## config.mk

```make
export PLATFORM = sky130hd
export DESIGN_NAME = div_issue_ctrl
export DESIGN_NICKNAME = d
export VERILOG_FILES = /design/src/rtl/div_issue_ctrl_pkg.sv /design/src/rtl/div_result_cache.sv /design/src/rtl/div_issue_ctrl.sv
export SDC_FILE = /design/constraint.sdc
export NUM_CORES = 1
export LEC_CHECK = 0
export ABC_CLOCK_PERIOD_IN_PS = 4890
export CORE_ASPECT_RATIO = 0.7
export CORE_UTILIZATION = 41
export DETAILED_ROUTE_END_ITERATION = 7
export MAX_ROUTING_LAYER = met4
export PLACE_DENSITY = 0.95
export SYNTH_ARGS = -nofsm -noshare
export SYNTH_HDL_FRONTEND = slang
export SYNTH_SLANG_ARGS = --single-unit
```

## constraint.sdc

```tcl
create_clock -name clk -period 4.89 [get_ports clk]
set_input_delay 0.978 -clock clk [delete_from_list [all_inputs] [get_ports clk]]
set_output_delay 0.978 -clock clk [all_outputs]
set_load 0.1 [all_outputs]
```

## src/rtl/div_issue_ctrl_pkg.sv

```systemverilog
// Shared types and constants for the divider issue controller.
package div_issue_ctrl_pkg;

  localparam int DIV_XLEN       = 32;
  localparam int DIV_REG_ADDR_W = 5;

  localparam int OP_DIV  = 3;
  localparam int OP_DIVU = 2;
  localparam int OP_REM  = 1;
  localparam int OP_REMU = 0;

  typedef enum logic [1:0] {
    ST_IDLE = 2'd0,
    ST_BUSY = 2'd1,
    ST_WB   = 2'd2
  } div_state_e;

  function automatic logic op_is_divide(input logic [3:0] op);
    return op[OP_DIV] | op[OP_DIVU] | op[OP_REM] | op[OP_REMU];
  endfunction

endpackage

```

## src/rtl/div_result_cache.sv

```systemverilog
// One-entry cache of the last completed divide; lookup is an exact match on op and operands.
module div_result_cache
  import div_issue_ctrl_pkg::*;
#(
  parameter int XLEN = DIV_XLEN
) (
  input  logic            clk,
  input  logic            rst,
  input  logic            wr_en,
  input  logic [3:0]      wr_op,
  input  logic [XLEN-1:0] wr_dividend,
  input  logic [XLEN-1:0] wr_divisor,
  input  logic [XLEN-1:0] wr_result,
  input  logic [3:0]      lk_op,
  input  logic [XLEN-1:0] lk_dividend,
  input  logic [XLEN-1:0] lk_divisor,
  output logic            hit,
  output logic [XLEN-1:0] hit_result
);

  logic            valid_r;
  logic [3:0]      op_r;
  logic [XLEN-1:0] dividend_r;
  logic [XLEN-1:0] divisor_r;
  logic [XLEN-1:0] result_r;

  // Entry storage; a flush never reaches here, only reset drops the entry.
  always_ff @(posedge clk) begin
    if (rst) begin
      valid_r    <= 1'b0;
      op_r       <= 4'b0000;
      dividend_r <= {XLEN{1'b0}};
      divisor_r  <= {XLEN{1'b0}};
      result_r   <= {XLEN{1'b0}};
    end else if (wr_en) begin
      valid_r    <= 1'b1;
      op_r       <= wr_op;
      dividend_r <= wr_dividend;
      divisor_r  <= wr_divisor;
      result_r   <= wr_result;
    end else begin
      valid_r    <= valid_r;
    end
  end

  assign hit        = valid_r & (op_r == lk_op) & (dividend_r == lk_dividend) & (divisor_r == lk_divisor);
  assign hit_result = result_r;

endmodule

```

## src/rtl/div_issue_ctrl.sv

```systemverilog
// Issue/stall/writeback control in front of the iterative divider.
// Define DIV_RESULT_CACHE_EN to add a one-entry result cache that bypasses the divider on repeats.
module div_issue_ctrl
  import div_issue_ctrl_pkg::*;
#(
  parameter int REG_ADDR_W = DIV_REG_ADDR_W,
  parameter int XLEN       = DIV_XLEN
) (
  input  logic                  clk,
  input  logic                  rst,
  input  logic                  req_valid_i,
  input  logic [3:0]            op_i,
  input  logic [XLEN-1:0]       dividend_i,
  input  logic [XLEN-1:0]       divisor_i,
  input  logic [REG_ADDR_W-1:0] rd_addr_i,
  input  logic                  flush_i,
  output logic                  div_start_o,
  output logic [3:0]            div_op_o,
  output logic [XLEN-1:0]       div_dividend_o,
  output logic [XLEN-1:0]       div_divisor_o,
  input  logic [XLEN-1:0]       div_result_i,
  input  logic                  div_ready_i,
  output logic                  hold_o,
  output logic                  busy_o,
  output logic                  wb_we_o,
  output logic [REG_ADDR_W-1:0] wb_addr_o,
  output logic [XLEN-1:0]       wb_data_o
);

  div_state_e            state_r;
  logic                  start_r;
  logic [3:0]            op_r;
  logic [XLEN-1:0]       dividend_r;
  logic [XLEN-1:0]       divisor_r;
  logic [REG_ADDR_W-1:0] rd_r;
  logic                  wb_we_r;
  logic [REG_ADDR_W-1:0] wb_addr_r;
  logic [XLEN-1:0]       wb_data_r;
  logic                  accept_s;
  logic                  hit_s;
  logic [XLEN-1:0]       hit_result_s;

  assign accept_s = (state_r == ST_IDLE) & req_valid_i & op_is_divide(op_i) & ~flush_i;

`ifdef DIV_RESULT_CACHE_EN
  logic cache_wr_s;
  assign cache_wr_s = (state_r == ST_BUSY) & ~flush_i & div_ready_i;

  div_result_cache #(.XLEN(XLEN)) u_cache (
    .clk         (clk),
    .rst         (rst),
    .wr_en       (cache_wr_s),
    .wr_op       (op_r),
    .wr_dividend (dividend_r),
    .wr_divisor  (divisor_r),
    .wr_result   (div_result_i),
    .lk_op       (op_i),
    .lk_dividend (dividend_i),
    .lk_divisor  (divisor_i),
    .hit         (hit_s),
    .hit_result  (hit_result_s)
  );
`else
  assign hit_s        = 1'b0;
  assign hit_result_s = {XLEN{1'b0}};
`endif

  // Controller FSM; divider-facing registers are zero whenever the FSM is not in BUSY.
  always_ff @(posedge clk) begin
    if (rst) begin
      state_r    <= ST_IDLE;
      start_r    <= 1'b0;
      op_r       <= 4'b0000;
      dividend_r <= {XLEN{1'b0}};
      divisor_r  <= {XLEN{1'b0}};
      rd_r       <= {REG_ADDR_W{1'b0}};
      wb_we_r    <= 1'b0;
      wb_addr_r  <= {REG_ADDR_W{1'b0}};
      wb_data_r  <= {XLEN{1'b0}};
    end else begin
      case (state_r)
        ST_IDLE: begin
          wb_we_r <= 1'b0;
          if (accept_s && hit_s) begin
            state_r   <= ST_WB;
            wb_we_r   <= (rd_addr_i != {REG_ADDR_W{1'b0}});
            wb_addr_r <= rd_addr_i;
            wb_data_r <= hit_result_s;
          end else if (accept_s) begin
            state_r    <= ST_BUSY;
            start_r    <= 1'b1;
            op_r       <= op_i;
            dividend_r <= dividend_i;
            divisor_r  <= divisor_i;
            rd_r       <= rd_addr_i;
          end else begin
            state_r <= ST_IDLE;
          end
        end
        ST_BUSY: begin
          if (flush_i || div_ready_i) begin
            start_r    <= 1'b0;
            op_r       <= 4'b0000;
            dividend_r <= {XLEN{1'b0}};
            divisor_r  <= {XLEN{1'b0}};
          end else begin
            start_r <= 1'b1;
          end
          // Flush wins over a coincident ready: the result is dropped.
          if (flush_i) begin
            state_r <= ST_IDLE;
          end else if (div_ready_i) begin
            state_r   <= ST_WB;
            wb_we_r   <= (rd_r != {REG_ADDR_W{1'b0}});
            wb_addr_r <= rd_r;
            wb_data_r <= div_result_i;
          end else begin
            state_r <= ST_BUSY;
          end
        end
        ST_WB: begin
          state_r <= ST_IDLE;
          wb_we_r <= 1'b0;
        end
        default: begin
          state_r    <= ST_IDLE;
          start_r    <= 1'b0;
          op_r       <= 4'b0000;
          dividend_r <= {XLEN{1'b0}};
          divisor_r  <= {XLEN{1'b0}};
          wb_we_r    <= 1'b0;
        end
      endcase
    end
  end

  // Start drops in the ready cycle so the divider cannot restart, and on flush to abort it.
  assign div_start_o    = start_r & ~div_ready_i & ~flush_i;
  assign div_op_o       = op_r;
  assign div_dividend_o = dividend_r;
  assign div_divisor_o  = divisor_r;
  assign hold_o         = ((state_r == ST_IDLE) & req_valid_i & ~flush_i) | (state_r == ST_BUSY);
  assign busy_o         = (state_r == ST_BUSY);
  assign wb_we_o        = wb_we_r;
  assign wb_addr_o      = wb_addr_r;
  assign wb_data_o      = wb_data_r;

endmodule

```

### Word level (Yosys, flattened, before mapping)

Index checks and enable logic that the tools add are counted.

* flip-flop bits (word level): 114
* bits in latches: 0
* RAM bits: 0
* bits in read-only memories: 0
* bits of input ports: 110
* output and inout bits: 109
* word-level logic and storage cells: 51
* memories: 0

* add/subtract/negate cells: 0
* multiply operators: 0
* div/mod/pow operators: 0
* order comparisons: 0
* equal/unequal tests: 4
* shift-type cells: 0
* muxes and demuxes: 15
* bitwise operators: 14
* reduce and logical (&&, ||, !) cells: 9

Operators with widths (number)
* one-hot mux 32 bit (3 select lines): 2
* 2-to-1 mux 32 bit: 3
* one-hot mux 4 bit (3 select lines): 1
* 2-to-1 mux 4 bit: 2
* AND 1 bit: 6
* AND reduction 2 bit: 3
* AND reduction 3 bit: 2
* nonzero test 5 bit: 1
* 2-to-1 mux 2 bit: 2
* NOT 1 bit: 4
* OR 1 bit: 4
* one-hot mux 2 bit (2 select lines): 1
* 2-to-1 mux 1 bit: 3
* one-hot mux 1 bit (3 select lines): 1
* equality test 2 x 1 -> 1 bit, second input constant: 1
* equality test 2 bit, second input constant: 1
* logical NOT 2 bit: 1
* != test 2 x 1 -> 1 bit, second input constant: 1
* != test 2 bit, second input constant: 1
* OR reduction 2 bit: 1
* logical OR 1 bit: 1

### Longest topological paths before layout

* depth after elaboration: 7
* mapped depth: 6
* gate-level depth less buffers: 3

### Worst setup path after synthesis

Ideal clock, no wire load.

* kind: input-to-output
* from: in flush_i
* to: out hold_o
* arrival time: 2318 ps
* data required time: 3912 ps
* slack: 1594 ps
* stages: 3
* cells stage by stage: inv_1 a21oi_1 nor2_1

* longest elaborated chain between the ends: 3

RTL lines
* start: declaration: line div_issue_ctrl.sv:16 `input logic flush_i,`
* NOT 1 bit (no line)
* AND 1 bit: line div_issue_ctrl.sv:142 `assign hold_o = ((state_r == ST_IDLE) & req_valid_i & ~flush_i) | (state_r == ST_BUSY);`
* OR 1 bit: line div_issue_ctrl.sv:142
* end: declaration: line div_issue_ctrl.sv:23 `output logic hold_o,`

No other way between the ends.

### Worst setup path in the final report

* from: reg state_r[0]
* to: out busy_o

* longest elaborated chain between the ends: 1

RTL lines
* start: declaration: line div_issue_ctrl.sv:30 `div_state_e state_r;`
* start signal: assignment: line div_issue_ctrl.sv:71 `state_r <= ST_IDLE;`
* start signal: assignment: line div_issue_ctrl.sv:85 `state_r <= ST_WB;`
* start signal: assignment: line div_issue_ctrl.sv:90 `state_r <= ST_BUSY;`
* equality test 2 x 1 -> 1 bit: line div_issue_ctrl.sv:143 `assign busy_o = (state_r == ST_BUSY);`
* end: declaration: line div_issue_ctrl.sv:24 `output logic busy_o,`

No other way between the ends.

==> reports/metrics.yaml <==
tightest_slew_ps: 1120
rsz0062_at_grt: "false"
cts.path.max_buffers: 2
seqCellArea_mm2: 0.00228
final_cells: 716
whs_path_depth: 2
synth_cell_type_count: 29
vias: 3755
cts_resized: 0
syn_inst: 374
start_kind: "flip-flop"
r2r_cells: 4
cts_hold_buffers: 0
status: "finished, final reports clean"
io_buffers: 218
antenna_found_initial: 0
max_cap_violations: 0
synth_ff_type: "dfxtp_1"
pwr-share-clk_pct: 44.8
fin_worst_skew_ps: 7.14
wl_per_cell_um: 16.8
setup_ws_ps: 1510
clock_latency_ps: 400
r2r_slack_ps: 2300
multi_input_area_mm2: 0.00145
period_needed_ps: 3380
grt_pass1_wl_um: 19200
grt.overflow.total: 0
crit_family: "buffers and inverters"
place.gp.congestion: 0.773
power_frac_seq_pct: 37.0
final.setup.tns_ps: 0
slew_violations: 0
yosys_register_bits: 114
syn_area_mm2: 0.00389
die_y_um: 83.5
slowest_stage: "clkdlybuf4s50_1"
areaGrowthSynthToFinish_pct: 72.2
path_cells: "nor2b_1 > clkdlybuf4s50_1"
cts_setup_buffers: 0
power_leakage_nw: 2.34
viasPerCell: 5.24
cts_htree_levels: 4
die_x_um: 118
min-delay-path-class: "reg2reg"
fin_nets: 689
initial_utilization_pct: 42.5
cp_max_fo: 9
gr-usage-all-layers_pct: 25.4
core_mm2: 0.00914
ys_async_sr_fraction_pct: 0
syn-num-nets: 484
internal-power_mw: 1.91
cts_tree: "done"
ir_drop_mv: 0.245
row_count: 29
crit_buf_inv: 1
final_common_cell: "clkdlybuf4s50_1"
crit_type: "reg2out"
maxClockFrequency_mhz: 296
nFillCells: 640
combPwrFrac_pct: 18.3
cp.arrival_ps: 2400
drtAntennaViolNets: 0
fin_crit_sh_pct: 69.2
numCtsBuffers: 17
drive_gt1_share_pct: 7.26
dr.pass1.iters: 5
cpPeakStageDelay_ps: 1180
io_pins: 219
yosysWarnings: 0
hold_viol: 0
finalWirelength_um: 12000
slew-limit-headroom_pct: 25.4
p_per_area_mw_per_mm2: 398
layout_common_cells: "215 x clkdlybuf4s50_1, 114 x dfxtp_1, 76 x nand2_1"
drt_iter0_drc: 241
root_buffer: "clkbuf_16"
ys_seq_area_share_pct: 58.7
synth_edf_count: 0
numPlacedInstances: 684
cts.sink_count: 114
p_sw_mw: 0.752
pre_cts_slack_ps: 1230
swShare_pct: 28.2
crit_path_end_kind: "output port"
hpwl_um: 8280
route.detailed.drc: 0
finalSetupViolCount: 0
synth.avg_cell_area_um2: 10.4
critPathRequiredTime_ps: 3910
antennaDiodeCount: 0
grt_max_degree: 66
grt_pass1_vias: 3911
clk_pin_slew_ps: 50
dieArea_mm2: 0.00988
crit_cells: 2
## worst reg2reg max path: stages (launching register included)
cell,delay (ps)
dfxtp_1,430
or4b_1,700
nor2_4,740
buf_4,420
a32o_1,230
## state kept, by name, indices dropped and copies added, names as in the netlist
register,count
div_dividend_o,32
div_divisor_o,32
wb_data_o,32
rd_r,5
wb_addr_o,5
div_op_o,4
state_r,2
start_r,1
wb_we_o,1
## Yosys cell counts, types with 3 or more instances
cell | number | area [um^2]
clkbuf_1 | 18 | 67.6
a22o_1 | 4 | 35.0
nor2_1 | 5 | 18.8
a32o_1 | 64 | 641
buf_1 | 3 | 11.3
o21ai_0 | 5 | 25.0
buf_2 | 13 | 65.1
nand2_1 | 76 | 285
a21oi_1 | 43 | 215
nand3_1 | 6 | 30.0
dfxtp_1 | 114 | 2280
## power groups by stage
stage / sequential (mW) / clock [mW] / combinational [mW]
final: 0.984 / 1.19 / 0.486
after global routing: 0.987 / 1.26 / 0.503
after CTS: 0.984 / 1.21 / 0.486
after detailed placement: 1.00 / 0 / 0.483
after global placement: 1.00 / 0 / 0.475
after floorplan: 1.22 / 0 / 0.0963
## area by class of cell
class | instances | area share, %
Clock buffer | 22 | 7.09
Clock inverter | 10 | 1.61
Inverter | 1 | 0.0561
Multi-Input combinational cell | 222 | 21.6
Sequential cell | 114 | 34.1
Tap cell | 124 | 2.32
Timing Repair Buffer | 223 | 33.2
## stage by stage
stage	power, mW	cell area [um^2]	util, %	hold WS (ps)
after CTS	2.68	6690	73.2	454
after detailed placement	1.49	6110	66.8	447
after global routing	2.75	6690	73.2	471
after floorplan	1.31	3890	-	441
final	2.66	6690	73.2	453
after global placement	1.48	6110	66.8	441
## routing by layer
layer / track usage [%] / share of wire [%]
met3: 5.74 / 5.2
met2: 44.3 / 52
met1: 27.8 / 41
met4: 11.2 / 2.2
met5: - / 0
## logic make-up (layout without fill, tap and decap cells)
| family | after synthesis | count (layout) | share of synthesized area [%] |
|---|---|---|---|
| AO/OA/AOI/OAI | 119 | 119 | 24.6 |
| buffers and inverters | 38 | 256 | 4.57 |
| flip-flops | 114 | 114 | 58.7 |
| AND/OR/NAND/NOR | 103 | 103 | 12.1 |
## worst paths after layout
| check | startpoint | to |
|---|---|---|
| hold / removal | wb_data_o[18] | wb_data_o[18] |
| hold reg to reg | wb_data_o[18] | wb_data_o[18] |
| setup / recovery | state_r[0] | busy_o |
| setup reg to reg | state_r[1] | div_dividend_o[8] |
(Power assumes the default switching activity.)
